===== src/rtl/alu_pkg.sv =====
// alu_pkg: types and helpers shared by the ALU result stage.
//   DEF_DATA_W / DEF_ADDR_W : default datapath and register-address widths
//   alu_cmd_e               : legal 3-bit ALU commands (4-bit codes 8..15 are illegal)
//   wb_entry_t              : writeback record {addr, data} at the default widths
//   updates_carry()         : 1 for commands whose carry-out lands in carry_flag
package alu_pkg;

  localparam int DEF_DATA_W = 8;
  localparam int DEF_ADDR_W = 4;

  typedef enum logic [2:0] {
    CMD_AND    = 3'd0,
    CMD_XOR    = 3'd1,
    CMD_OR     = 3'd2,
    CMD_LSL    = 3'd3,
    CMD_LSR    = 3'd4,
    CMD_ADD    = 3'd5,
    CMD_SUB    = 3'd6,
    CMD_PASS_A = 3'd7
  } alu_cmd_e;

  typedef struct packed {
    logic [DEF_ADDR_W-1:0] addr;
    logic [DEF_DATA_W-1:0] data;
  } wb_entry_t;

  // Logic ops and PASS_A leave the carry alone; shifts and arithmetic replace it.
  function automatic logic updates_carry(alu_cmd_e cmd);
    return (cmd inside {CMD_LSL, CMD_LSR, CMD_ADD, CMD_SUB});
  endfunction

endpackage


===== src/rtl/result_fifo.sv =====
// result_fifo: DEPTH-entry in-order circular buffer of {addr, data} results.
//   clk, rst_n             : clock, asynchronous active-low reset (control only)
//   push, push_addr/data   : write a new entry at the tail (caller guarantees not full)
//   pop                    : retire the head; ignored while empty
//   head_valid/addr/data   : oldest entry, zero while empty
//   tail_valid/addr/data   : youngest entry (tail-1), zero while empty
//   count                  : occupancy, 0..DEPTH
module result_fifo #(
  parameter int DATA_W = 8,
  parameter int ADDR_W = 4,
  parameter int DEPTH  = 2,
  localparam int PTR_W = $clog2(DEPTH),
  localparam int CNT_W = PTR_W + 1
) (
  input  logic              clk,
  input  logic              rst_n,
  input  logic              push,
  input  logic [ADDR_W-1:0] push_addr,
  input  logic [DATA_W-1:0] push_data,
  input  logic              pop,
  output logic              head_valid,
  output logic [ADDR_W-1:0] head_addr,
  output logic [DATA_W-1:0] head_data,
  output logic              tail_valid,
  output logic [ADDR_W-1:0] tail_addr,
  output logic [DATA_W-1:0] tail_data,
  output logic [CNT_W-1:0]  count
);

  logic [ADDR_W-1:0] addr_mem [DEPTH];
  logic [DATA_W-1:0] data_mem [DEPTH];
  logic [PTR_W-1:0]  wr_ptr;
  logic [PTR_W-1:0]  rd_ptr;
  logic [PTR_W-1:0]  yng_ptr;
  logic              pop_ok;

  assign pop_ok  = pop & (count != '0);
  // DEPTH is a power of two, so pointer arithmetic wraps for free.
  assign yng_ptr = wr_ptr - PTR_W'(1);

  // Storage carries no reset; the read ports are masked by occupancy instead.
  always_ff @(posedge clk) begin
    if (push) begin
      addr_mem[wr_ptr] <= push_addr;
      data_mem[wr_ptr] <= push_data;
    end
  end

  always_ff @(posedge clk or negedge rst_n) begin
    if (!rst_n) begin
      wr_ptr <= '0;
      rd_ptr <= '0;
      count  <= '0;
    end else begin
      if (push)   wr_ptr <= wr_ptr + PTR_W'(1);
      if (pop_ok) rd_ptr <= rd_ptr + PTR_W'(1);
      case ({push, pop_ok})
        2'b10:   count <= count + CNT_W'(1);
        2'b01:   count <= count - CNT_W'(1);
        default: count <= count;
      endcase
    end
  end

  assign head_valid = (count != '0);
  assign tail_valid = head_valid;
  assign head_addr  = head_valid ? addr_mem[rd_ptr]  : '0;
  assign head_data  = head_valid ? data_mem[rd_ptr]  : '0;
  assign tail_addr  = tail_valid ? addr_mem[yng_ptr] : '0;
  assign tail_data  = tail_valid ? data_mem[yng_ptr] : '0;

endmodule


===== src/rtl/alu_result_stage.sv =====
// alu_result_stage: captures ALU results on a valid/ready handshake, keeps the
// carry and zero flags, and buffers write-back results in order.
//   clk, rst_n                 : clock, asynchronous active-low reset
//   in_valid / in_ready        : input handshake; ready whenever the buffer has room
//   alu_cmd, rslt              : command that produced rslt, and the result itself
//   shiftcarry_out             : ALU carry / shifted-out bit
//   dest_addr, dest_we         : destination register; dest_we=0 means flags only
//   carry_flag, zero_flag      : flags of the last accepted legal op
//   illegal_cmd                : sticky, set when a command 8..15 is accepted
//   wb_valid/ready/addr/data   : oldest buffered result toward the register file
//   fwd_valid/addr/data        : youngest buffered result for operand bypass
//   count                      : buffer occupancy
module alu_result_stage
  import alu_pkg::*;
#(
  parameter int DATA_W = DEF_DATA_W,
  parameter int ADDR_W = DEF_ADDR_W,
  parameter int DEPTH  = 2
) (
  input  logic                     clk,
  input  logic                     rst_n,
  input  logic                     in_valid,
  output logic                     in_ready,
  input  logic [3:0]               alu_cmd,
  input  logic [DATA_W-1:0]        rslt,
  input  logic                     shiftcarry_out,
  input  logic [ADDR_W-1:0]        dest_addr,
  input  logic                     dest_we,
  output logic                     carry_flag,
  output logic                     zero_flag,
  output logic                     illegal_cmd,
  output logic                     wb_valid,
  input  logic                     wb_ready,
  output logic [ADDR_W-1:0]        wb_addr,
  output logic [DATA_W-1:0]        wb_data,
  output logic                     fwd_valid,
  output logic [ADDR_W-1:0]        fwd_addr,
  output logic [DATA_W-1:0]        fwd_data,
  output logic [$clog2(DEPTH):0]   count
);

  localparam int CNT_W = $clog2(DEPTH) + 1;

  logic     acc;
  logic     legal;
  logic     push;
  alu_cmd_e cmd;

  // Ready looks only at occupancy: a full buffer stalls even if the head
  // is leaving this cycle, which keeps in_ready off the wb_ready path.
  assign in_ready = (count < CNT_W'(DEPTH));
  assign acc      = in_valid & in_ready;
  assign legal    = ~alu_cmd[3];
  assign cmd      = alu_cmd_e'(alu_cmd[2:0]);
  assign push     = acc & legal & dest_we;

  // Flag stage: every state change is qualified by acc, so inputs are don't-care while idle.
  always_ff @(posedge clk or negedge rst_n) begin
    if (!rst_n) begin
      carry_flag  <= 1'b0;
      zero_flag   <= 1'b0;
      illegal_cmd <= 1'b0;
    end else if (acc) begin
      if (legal) begin
        zero_flag <= (rslt == '0);
        if (updates_carry(cmd)) carry_flag <= shiftcarry_out;
      end else begin
        illegal_cmd <= 1'b1;
      end
    end
  end

  result_fifo #(
    .DATA_W (DATA_W),
    .ADDR_W (ADDR_W),
    .DEPTH  (DEPTH)
  ) u_fifo (
    .clk        (clk),
    .rst_n      (rst_n),
    .push       (push),
    .push_addr  (dest_addr),
    .push_data  (rslt),
    .pop        (wb_ready),
    .head_valid (wb_valid),
    .head_addr  (wb_addr),
    .head_data  (wb_data),
    .tail_valid (fwd_valid),
    .tail_addr  (fwd_addr),
    .tail_data  (fwd_data),
    .count      (count)
  );

endmodule


===== config.mk =====
export PLATFORM = sky130hd
export DESIGN_NAME = alu_result_stage
export DESIGN_NICKNAME = d
export VERILOG_FILES = /design/src/rtl/alu_pkg.sv /design/src/rtl/result_fifo.sv /design/src/rtl/alu_result_stage.sv
export SDC_FILE = /design/constraint.sdc
export NUM_CORES = 1
export LEC_CHECK = 0
export CORE_ASPECT_RATIO = 0.9
export CORE_UTILIZATION = 55
export DETAILED_ROUTE_END_ITERATION = 10
export DONT_BUFFER_PORTS = 1
export PLACE_DENSITY = 0.73
export SLEW_MARGIN = 25
export SYNTH_ARGS = -nofsm -noshare
export SYNTH_HDL_FRONTEND = slang
export SYNTH_HIERARCHICAL = 1
export SYNTH_SLANG_ARGS = --single-unit

===== constraint.sdc =====
create_clock -name clk -period 2 [get_ports clk]
set_input_delay 0.2 -clock clk [delete_from_list [all_inputs] [get_ports clk]]
set_output_delay 0.2 -clock clk [all_outputs]
set_load 0.02 [all_outputs]

Yosys cells after proc, flatten, opt, wreduce, memory -nomap -nowiden
Memories as Yosys holds them, arrays and structs flattened.
Index checks and enable logic that the tools add are counted.
Widths: inputs -> output; s select.
{"block": "totals", "reg_bits": 7, "ramBits": 24, "n_memories": 2}
{"block": "op_classes", "eq_ne": 6, "n_bitwise": 5, "n_lt_le_gt_ge": 1, "n_reduce_logical": 7, "n_mux": 7, "add_sub_neg": 5}
{"name": "u_fifo.data_mem", "depth": 2, "word_bits": 8, "read_ports": 2, "rd_ports_with_merged_regs": 0, "wr": 1, "line": "result_fifo.sv:31", "text": "logic [DATA_W-1:0] data_mem [DEPTH];"}
{"name": "u_fifo.addr_mem", "depth": 2, "word_bits": 4, "read_ports": 2, "rd_ports_with_merged_regs": 0, "wr": 1, "line": "result_fifo.sv:30", "text": "logic [ADDR_W-1:0] addr_mem [DEPTH];"}
{"operator": "$mux 8", "n": 2}
{"operator": "$eq 3x3->1 const B", "n": 3}
{"operator": "$logic_not 8->1", "n": 1}
{"operator": "$mux 4", "n": 2}
{"operator": "$and 1x1->1", "n": 4}
{"operator": "$pmux 2 s2", "n": 1}
{"operator": "$reduce_and 2->1", "n": 2}
{"operator": "$reduce_bool 2->1", "n": 2}
{"operator": "$reduce_bool 4->1", "n": 1}
{"operator": "$eq 3x2->1 const B", "n": 1}
{"operator": "$reduce_and 3->1", "n": 1}
{"operator": "$add 1x1->1 const B", "n": 2}
{"operator": "$add 2x1->2 const B", "n": 1}
{"operator": "$eq 2x1->1 const B", "n": 1}
{"operator": "$eq 2x2->1 const B", "n": 1}
{"operator": "$lt 2x2->1 const B", "n": 1}
{"operator": "$mux 1", "n": 2}
{"operator": "$sub 2x1->2 const B", "n": 1}
{"operator": "$not 1->1", "n": 1}
{"operator": "$sub 1x1->1 const B", "n": 1}

Longest topological paths before layout
Gate-level depths: netlist of run 1.
{"block": "depth", "ltp_word": 6, "mapped_depth": 7, "mapped_depth_nobuf": 7}

Modules after synthesis
Netlist of run 1, hierarchy kept.
{"module": "result_fifo", "cells_each": 96, "seq_area_each_um2": 820.8, "n_inst": 1, "area_per_inst_um2": 1301.2}
{"module": "alu_result_stage", "cells_each": 16, "seq_area_each_um2": 75.1, "n_inst": 1, "area_per_inst_um2": 180.2}

Least setup slack after synthesis of run 1
OpenSTA, ideal clock, no wires.
{"block": "synth_path", "path_kind": "register to register", "from": "register u_fifo.count[1]", "to": "memory u_fifo.addr_mem[0][0], enable pin", "stages_incl_launch_ff": 5, "setup_ns": 0.380, "slack_ns": 0.057, "arrival_time_ns": 1.563, "n_path_buf": 0, "path_cell_list": "dfrtp_1 -> nor3b_4 -> and2_2 -> inv_1 -> nor2_1"}
{"block": "synth_via", "elab_chain_cells": 6}
{"item": "start: declaration", "line": "result_fifo.sv:27", "text": "output logic [CNT_W-1:0] count"}
{"item": "start signal: assignment", "line": "result_fifo.sv:58", "text": "2'b10: count <= count + CNT_W'(1);"}
{"item": "start signal: assignment", "line": "result_fifo.sv:59", "text": "2'b01: count <= count - CNT_W'(1);"}
{"item": "start signal: assignment", "line": "result_fifo.sv:60", "text": "default: count <= count;"}
{"item": "$lt 2x2->1", "line": "alu_result_stage.sv:51", "text": "assign in_ready = (count < CNT_W'(DEPTH));"}
{"item": "$and 1x1->1", "line": "alu_result_stage.sv:52", "text": "assign acc = in_valid & in_ready;"}
{"item": "$and 1x1->1 (2 in series)", "line": "alu_result_stage.sv:55", "text": "assign push = acc & legal & dest_we;"}
{"item": "named net push", "line": "alu_result_stage.sv:46", "text": "logic push;"}
{"item": "$mux 1", "line": "result_fifo.sv:43", "text": "if (push) begin"}
{"item": "$mux 1 (implied by the code)", "line": "result_fifo.sv:44", "text": "addr_mem[wr_ptr] <= push_addr;"}
{"item": "end: declaration", "line": "result_fifo.sv:30"}
The timed path passes the listed nets, and every way through them passes these cells.

Worst setup path after layout of run 1
{"block": "layout_path", "from": "register u_fifo.count[1]", "to": "output fwd_data[1]"}
{"block": "layout_via", "elab_chain_cells": 2}
{"item": "$reduce_bool 2->1", "line": "result_fifo.sv:65", "text": "assign head_valid = (count != '0);"}
{"item": "$mux 8", "line": "result_fifo.sv:70", "text": "assign tail_data = tail_valid ? data_mem[yng_ptr] : '0;"}
{"item": "end: declaration", "line": "alu_result_stage.sv:38", "text": "output logic [DATA_W-1:0] fwd_data,"}
Every way passes these cells.

==> results of run 1 <==
==> final cells by class <==
type / instances / area [µm²] / area share
flip-flops and latches: 31 / 897 / 0.523
multi-input cells: 70 / 518 / 0.302
repair buffers: 21 / 198 / 0.115
clock buffers: 5 / 37.5 / 0.0219
well taps: 28 / 35.0 / 0.0204
clock inverters: 3 / 15.0 / 0.00875
inverters: 4 / 15.0 / 0.00875
==> how the worst max path moves through the flow <==
stage / start / to / depth (start not counted)
2_1_floorplan: u_fifo/count[1]$_DFFE_PN0P_ / u_fifo/addr_mem[0][0]$_DFFE_PP_ / 4
3_3_place_gp: u_fifo/count[1]$_DFFE_PN0P_ / u_fifo/count[1]$_DFFE_PN0P_ / 7
3_5_place_dp: u_fifo/count[1]$_DFFE_PN0P_ / u_fifo/count[1]$_DFFE_PN0P_ / 6
4_1_cts: u_fifo/rd_ptr$_DFFE_PN0P_ / wb_data[0] / 2
5_1_grt: u_fifo/count[1]$_DFFE_PN0P_ / fwd_data[7] / 4
6_report: u_fifo/count[1]$_DFFE_PN0P_ / fwd_data[1] / 4
==> what timing repair did <==
action	4_1_cts	5_1_grt
hold buffers	14	2
endpoints found under the hold margin	32	1
setup endpoints to repair	0	1
gates resized for setup	0	1
==> per-stage QoR <==
stage | worst slack (ns) | cells | power, mW | hold slack (ns)
floorplan | 0.0570 | 112 | 1.91 | -0.0956
global placement | 0.397 | 138 | 1.97 | -0.0955
detailed placement | 0.372 | 138 | 1.99 | -0.0954
CTS | 0.0876 | 160 | 2.34 | 0.00364
global route | 0.0961 | 162 | 2.45 | 0.0608
finish | 0.202 | 162 | 2.32 | 0.0709
==> flip-flops by register name (all words and copies together), names as in the netlist <==
| register | flops |
|---|---|
| u_fifo/data_mem | 16 |
| u_fifo/addr_mem | 8 |
| u_fifo/count | 2 |
| carry_flag | 1 |
| illegal_cmd | 1 |
| u_fifo/rd_ptr | 1 |
| u_fifo/wr_ptr | 1 |
| zero_flag | 1 |
==> cell families after synthesis <==
family                     after synthesis  synth area share
muxes                                   25             0.172
buffers and inverters                   11            0.0456
AOI/OAI and AO/OA                        4            0.0203
DFF                                     31             0.605
adders and majority gates                1           0.00844
and+or+nand+nor                         35             0.119
xor gates and xnor gates                 5            0.0296
==> metal layers <==
layer | vias to the layer above | track usage
li1 | 432 | -
met1 | 428 | 0.238
met2 | 39 | 0.323
met3 | 2 | 0.0886
met4 | 0 | 0.0875
met5 | - | 0
==> worst register-to-register path: cells and delay by family (launching register included) <==
family                   cells  cell delay (ns)
buffers and inverters        1             0.19
AND/OR/NAND/NOR              3             0.49
flip-flops                   1             0.42
XOR/XNOR                     1             0.15
adder cells (fa/ha/maj)      1             0.31
==> power by group <==
group	switching [mW]	internal [mW]
sequential	0.148	0.779
combinational	0.729	0.339
clock	0.199	0.130
==> layout by cell type (no fill, tap or decap) <==
master                          instances
sky130_fd_sc_hd__mux2i_1               24
sky130_fd_sc_hd__dfrtp_1                6
sky130_fd_sc_hd__dlygate4sd3_1         16
sky130_fd_sc_hd__and2_1                 1
sky130_fd_sc_hd__mux2_4                 1
sky130_fd_sc_hd__inv_2                  1
sky130_fd_sc_hd__xnor2_1                2
sky130_fd_sc_hd__clkinv_2               3
sky130_fd_sc_hd__nor2b_2                1
sky130_fd_sc_hd__xor2_1                 3
sky130_fd_sc_hd__nor2_1                26
sky130_fd_sc_hd__clkbuf_4               5
sky130_fd_sc_hd__a21boi_1               1
sky130_fd_sc_hd__and3b_1                1
sky130_fd_sc_hd__nor3b_4                1
sky130_fd_sc_hd__edfxtp_1              24
sky130_fd_sc_hd__nand3_1                1
sky130_fd_sc_hd__nor2_4                 1
sky130_fd_sc_hd__buf_4                  5
sky130_fd_sc_hd__ha_1                   1
sky130_fd_sc_hd__o21ai_0                1
sky130_fd_sc_hd__a31o_2                 1
sky130_fd_sc_hd__inv_1                  3
sky130_fd_sc_hd__and2_2                 1
sky130_fd_sc_hd__nor4_1                 2
sky130_fd_sc_hd__dfrtp_2                1
sky130_fd_sc_hd__o21ai_2                1
==> PnR_summary.wiki, run 1 <==
{| class="wikitable"
! Metric !! Value
|-
| Run status || finished, violations left
|-
| Violated checks || DRC
|-
| Clock tree from TritonCTS || yes
|-
| Post-synthesis cell type with the largest combined area || sky130_fd_sc_hd__edfxtp_1
|-
| Worst clock skew on the final layout || 0.0118 ns
|-
| Maximum clock path buffer count || 2
|-
| Maximum net fanout on the critical path || 14
|-
| DRC marker count from the first detailed-route iteration || 36
|-
| Drc violations || 8
|-
| Shortest clock period the worst path allows after layout || 1.80 ns
|-
| Cells on Worst Hold Path || 3
|-
| I/O pin count || 54
|-
| Layout Area Growth over Synthesis || 15.8%
|-
| Commonest register cell after synthesis || sky130_fd_sc_hd__edfxtp_1
|-
| Final Core Density || 0.683
|-
| Bufs and invs on worst path || 2
|-
| RSZ-0062 raised after global routing || no
|-
| Clock root buffer || sky130_fd_sc_hd__clkbuf_4
|-
| Clk_lat worst skew || 0.32 ns
|-
| Leading cell types by count after synthesis || sky130_fd_sc_hd__nor2_1, sky130_fd_sc_hd__edfxtp_1, sky130_fd_sc_hd__mux2i_1
|-
| Kind of path behind the tightest hold check || input port to flop
|-
| Avg Inst Size Synth || 13.2 µm²
|-
| Vertical die dimension || 51.2 µm
|-
| Data arrival, critical path || 1.60 ns
|-
| Number of H-tree levels || 2
|-
| R2R setup slack || 0.36 ns
|-
| Fraction of the cycle the final worst path needs || 0.899
|-
| Total power divided by cell area || 1360 nW/µm²
|-
| Worst Max-Slew Pin Slew || 0.423 ns
|-
| Total via count after detailed routing || 901
|-
| FFs w/ async S/R, synth || 0.226
|-
| Worst slew margin relative to its limit || 0.717
|-
| Floorplan row count || 17
|-
| Top Layer Used || met4
|-
| Overall Global Routing Usage || 0.202
|-
| Netlist area before placement || 1480 µm²
|-
| Startpoint of the most critical hold path || alu_cmd[3]
|-
| Filler cell count in the final layout || 195
|-
| Hold Fails Final Rpt || 0
|-
| DR WL/cell || 15.8 µm
|-
| Placed inst area || 1500 µm²
|-
| Worst path cell trace || buf_4 -> nor2_4 -> buf_4 -> nor2_1
|-
| Count of flip-flops with a built-in enable after synthesis || 24
|-
| Count of endpoints failing setup in the final report || 0
|-
| Number of antenna violations at the first check in global routing || 0
|-
| Remaining global-route overflow || 0
|-
| CP Capture Type || primary output
|-
| Maximum number of pins on one net before global-route repair || 16
|-
| Iteration count of the initial detailed-routing pass || 7
|-
| Cell class contributing the biggest share of worst-path delay || buffers and inverters
|-
| Library cell with the highest instance count after synthesis || sky130_fd_sc_hd__nor2_1
|-
| Total number of nets in the final design || 156
|-
| Count of yosys warnings during synthesis || 6
|-
| Biggest cell delay along the critical path || 0.42 ns
|-
| Wire length of the first global-routing pass || 4.06 mm
|-
| Total negative slack || 0 ns
|-
| Kind of launch point of the worst setup path || flop
|-
| Worst vdd ir || 0.000848 V
|-
| Cells taking the most area after synthesis || sky130_fd_sc_hd__edfxtp_1, sky130_fd_sc_hd__mux2i_1, sky130_fd_sc_hd__dfrtp_1
|-
| Detailed-route wire length || 2.56 mm
|-
| Number of global-route vias before repair || 859
|-
| Max-Cap Viols || 0
|-
| Metal2 WL || 1.30 mm
|-
| Synthesized Nets || 135
|-
| Post-synthesis sequential area ratio || 0.605
|-
| Clock sink count || 31
|-
| Count of different cell masters after synthesis || 25
|-
| Placer congestion estimate || 0.684
|-
| Synth Register Bits || 31
|-
| Drt via density || 5.56
|-
| Antenna Nets Post-Route || 0
|-
| Core ar. || 2510 µm²
|-
| Crit Reg-Reg Endpoint || u_fifo/count[1]$_DFFE_PN0P_
|-
| CP Class || flop to primary output
|-
| Worst R2R Path Depth || 6
|-
| Starting density of the core || 0.590
|-
| DP HPWL || 1.71 mm
|-
| Post-Synthesis Cells || 112
|-
| Max Clk Rate || 556 MHz
|-
| Reg-to-reg critical path startpoint || u_fifo/count[1]$_DFFE_PN0P_
|-
| Met1 layer wirelength in the final routing || 1.02 mm
|-
| Worst min-delay path endpoint || zero_flag$_DFFE_PN0P_
|-
| Ant. Diodes || 0
|-
| Setup fix buffers added after clock tree synthesis || 0
|-
| DR WL met3 || 224 µm
|-
| Post-route cell area || 1720 µm²
|-
| Library cell contributing the largest single delay on the critical path || sky130_fd_sc_hd__dfrtp_1
|-
| Area share of the leading cell type in the synthesized netlist || 0.486
|-
| Fraction of final layout cells with drive strength greater than 1 || 0.164
|-
| Clock Pin Slew Worst Setup and Hold Paths || 0.10 ns
|-
| Leakage power || 0.696 nW
|-
| Library cell appearing most often on the critical path || sky130_fd_sc_hd__buf_4
|-
| Die X-Extent || 56.7 µm
|-
| Required time at the worst-slack endpoint || 1.80 ns
|-
| Die Outline Area || 2910 µm²
|-
| Number of CTS-inserted buffers || 5
|-
| IO Port Bufs || 0
|-
| Total count of max-transition violations in the final report || 0
|}
Power figures use the tool's default switching activity.
==> inputs of run 2 (changes only) <==
ABC_AREA = 1   (was unset)
==> run 2 against run 1 <==
Compared with the run above:
- the run still ends with DRC left
- clock skew decreased by 0.0015 ns
- cell area increased by 2.3%
- count of clock-buffer cells in the layout increased by 1
- wire length increased by 22%
- register-to-register slack got worse by 0.15 ns
==> PnR_summary.wiki, run 2 <==
{| class="wikitable"
! Metric !! Value
|-
| Final Power || 2.50 mW
|-
| Fraction of final layout cells with drive strength greater than 1 || 0.170
|-
| Worst slew margin relative to its limit || 0.589
|-
| Kind of launch point of the worst setup path || flop
|-
| Run status || finished, violations left
|-
| R2R setup slack || 0.21 ns
|-
| Total via count after detailed routing || 1148
|-
| Drc violations || 4
|-
| Die X-Extent || 57.4 µm
|-
| Total negative slack || 0 ns
|-
| GR Util met1 || 0.278
|-
| Worst R2R Path Depth || 7
|-
| DRC marker count from the first detailed-route iteration || 63
|-
| Worst Max-Slew Pin Slew || 0.616 ns
|-
| Maximum number of pins on one net before global-route repair || 27
|-
| Drt via density || 5.47
|-
| Final cell count without fillers || 210
|-
| Total count of max-transition violations in the final report || 0
|-
| Most used cells in the layout excluding fill and tap cells || sky130_fd_sc_hd__nand2_1, sky130_fd_sc_hd__edfxtp_1, sky130_fd_sc_hd__dlygate4sd3_1
|-
| Clock sink count || 31
|-
| CP Class || flop to primary output
|-
| Cells on Worst Hold Path || 1
|-
| Overall Global Routing Usage || 0.237
|-
| Clock tree from TritonCTS || yes
|-
| Wire length of the first global-routing pass || 4.96 mm
|-
| Clk_lat worst skew || 0.32 ns
|-
| Synthesized Nets || 185
|-
| Violated checks || DRC
|-
| Placer congestion estimate || 0.796
|-
| Netlist area before placement || 1520 µm²
|-
| CP Capture Type || primary output
|-
| Dpl cells || 188
|-
| Register with the highest flop count || u_fifo/data_mem
|-
| Worst min-delay path endpoint || illegal_cmd$_DFFE_PN0P_
|-
| Worst path cell trace || inv_2 -> nand2_1 -> a21oi_1
|-
| Number of H-tree levels || 2
|-
| Crit Reg-Reg Endpoint || u_fifo/data_mem[1][0]$_DFFE_PP_
|-
| Maximum net fanout on the critical path || 16
|-
| DR WL/cell || 14.9 µm
|-
| Hold Fails Final Rpt || 0
|-
| Smallest hold slack || 0.0276 ns
|-
| Clock root buffer || sky130_fd_sc_hd__clkbuf_4
|-
| Data arrival, critical path || 1.71 ns
|-
| Total power divided by cell area || 1420 nW/µm²
|-
| Required time at the worst-slack endpoint || 1.80 ns
|-
| Die Outline Area || 2970 µm²
|-
| Number of antenna violations at the first check in global routing || 0
|-
| Biggest cell delay along the critical path || 0.62 ns
|-
| RSZ-0062 raised after global routing || no
|-
| Count of different cell masters after synthesis || 21
|-
| Max-Cap Viols || 0
|-
| Number of CTS-inserted buffers || 5
|-
| Total number of nets in the final design || 204
|-
| Iteration count of the initial detailed-routing pass || 7
|-
| Antenna Nets Post-Route || 0
|-
| Grt peak-use layer || met2
|-
| Kind of path behind the tightest hold check || input port to flop
|-
| Detailed-route wire length || 3.13 mm
|-
| Worst clock skew on the final layout || 0.0103 ns
|-
| Leading cell types by count after synthesis || sky130_fd_sc_hd__nand2_1, sky130_fd_sc_hd__edfxtp_1, sky130_fd_sc_hd__a21oi_1
|-
| Dpl ws || 0.206 ns
|-
| Floorplan row count || 17
|-
| Post-Synthesis Cells || 162
|-
| Synth Register Bits || 31
|-
| Max Clk Rate || 524 MHz
|-
| Clock Pin Slew Worst Setup and Hold Paths || 0.09 ns
|-
| Leakage power || 0.713 nW
|-
| DP HPWL || 2.06 mm
|-
| Post-synthesis sequential area ratio || 0.590
|-
| Library cell with the highest instance count after synthesis || sky130_fd_sc_hd__nand2_1
|-
| Vertical die dimension || 51.8 µm
|-
| Area share of the leading cell type in the synthesized netlist || 0.475
|-
| Count of flip-flops with a built-in enable after synthesis || 24
|-
| Cell class contributing the biggest share of worst-path delay || flip-flops
|-
| Cells taking the most area after synthesis || sky130_fd_sc_hd__edfxtp_1, sky130_fd_sc_hd__nand2_1, sky130_fd_sc_hd__dfrtp_1
|-
| Ant. Diodes || 0
|-
| Fraction of the cycle the final worst path needs || 0.954
|-
| Flip-flop count of the largest register after layout || 16
|-
| Count of yosys warnings during synthesis || 6
|-
| Library cell contributing the largest single delay on the critical path || sky130_fd_sc_hd__dfrtp_1
|-
| I/O pin count || 54
|-
| Worst vdd ir || 0.000702 V
|-
| M2 GR Usage || 0.368
|-
| FFs w/ async S/R, synth || 0.226
|-
| Setup fix buffers added after clock tree synthesis || 0
|-
| Reg-to-reg critical path startpoint || u_fifo/count[1]$_DFFE_PN0P_
|-
| PnR worst setup slack || 0.0921 ns
|-
| Post-synthesis cell type with the largest combined area || sky130_fd_sc_hd__edfxtp_1
|-
| Number of global-route vias before repair || 1120
|-
| Count of endpoints failing setup in the final report || 0
|-
| Startpoint of the most critical hold path || alu_cmd[3]
|-
| Bufs and invs on worst path || 1
|-
| Avg Inst Size Synth || 9.37 µm²
|-
| Starting density of the core || 0.600
|-
| Maximum clock path buffer count || 2
|-
| Layout Area Growth over Synthesis || 15.6%
|-
| Remaining global-route overflow || 0
|-
| Commonest register cell after synthesis || sky130_fd_sc_hd__edfxtp_1
|-
| IO Port Bufs || 0
|-
| Fraction of met3 tracks used by global routing || 0.0995
|-
| Shortest clock period the worst path allows after layout || 1.91 ns
|-
| Most frequent standard cell in the layout excluding fill and tap cells || sky130_fd_sc_hd__nand2_1
|-
| Biggest regs || u_fifo/data_mem (16), u_fifo/addr_mem (8), u_fifo/count (2)
|-
| Core ar. || 2530 µm²
|}
run 2: cell types whose count changed after synthesis, sizes merged, moves of 2 or more:
cell | previous run | this run
nand2 | 0 | 65
a21oi | 0 | 24
mux2i | 24 | 0
nor2 | 27 | 10
inv | 4 | 14
and2 | 2 | 0
nand3 | 1 | 3
nand4 | 0 | 2
nor4 | 2 | 0
xor2 | 3 | 1
run 2: layout make-up:
type	instances	area, µm²
Clock buffer	6	41.3
Clock inverter	2	8.76
Multi-Input combinational cell	109	536
Inverter	14	52.6
Tap cell	28	35.0
Sequential cell	31	896
Fill cell	189	777
Timing Repair Buffer	20	185
run 2: logic make-up after synthesis:
group	after synthesis	synth area share
simple gates	80	0.212
flops	31	0.590
compound gates	26	0.0956
buf+inv	22	0.0824
xor+xnor	2	0.0115
fa+ha+maj	1	0.00824
run 2: worst max path at each step:
stage | startpoint | endpoint | cells past startpoint
floorplan | u_fifo/count[1]$_DFFE_PN0P_ | u_fifo/addr_mem[0][0]$_DFFE_PP_ | 7
global placement | u_fifo/count[1]$_DFFE_PN0P_ | u_fifo/data_mem[1][3]$_DFFE_PP_ | 7
detailed placement | u_fifo/count[1]$_DFFE_PN0P_ | u_fifo/data_mem[1][3]$_DFFE_PP_ | 7
CTS | u_fifo/wr_ptr$_DFFE_PN0P_ | fwd_data[1] | 3
global route | u_fifo/wr_ptr$_DFFE_PN0P_ | fwd_addr[1] | 3
finish | u_fifo/wr_ptr$_DFFE_PN0P_ | fwd_addr[1] | 3
run 2: timing repair:
action | 4_1_cts | 5_1_grt
hold buffers | 13 | 1
gates resized for setup | 0 | 10
endpoints found under the setup margin | 0 | 13
hold endpoints to repair | 31 | 1
run 2: per-stage QoR:
step	instance area [µm²]	utilization
3_5_place_dp	1530	0.604
5_1_grt	1750	0.693
6_report	1750	0.693
3_3_place_gp	1530	0.604
2_1_floorplan	1520	-
4_1_cts	1710	0.675
run 2: layer usage:
layer,part of all wire,routed length [µm]
met1,0.41,1300
met2,0.49,1540
met3,0.076,239
met4,0.015,46
met5,0,0
run 2: power breakdown:
| group | internal (mW) | switching, mW |
|---|---|---|
| combinational | 0.304 | 0.947 |
| sequential | 0.777 | 0.136 |
| clock | 0.132 | 0.200 |
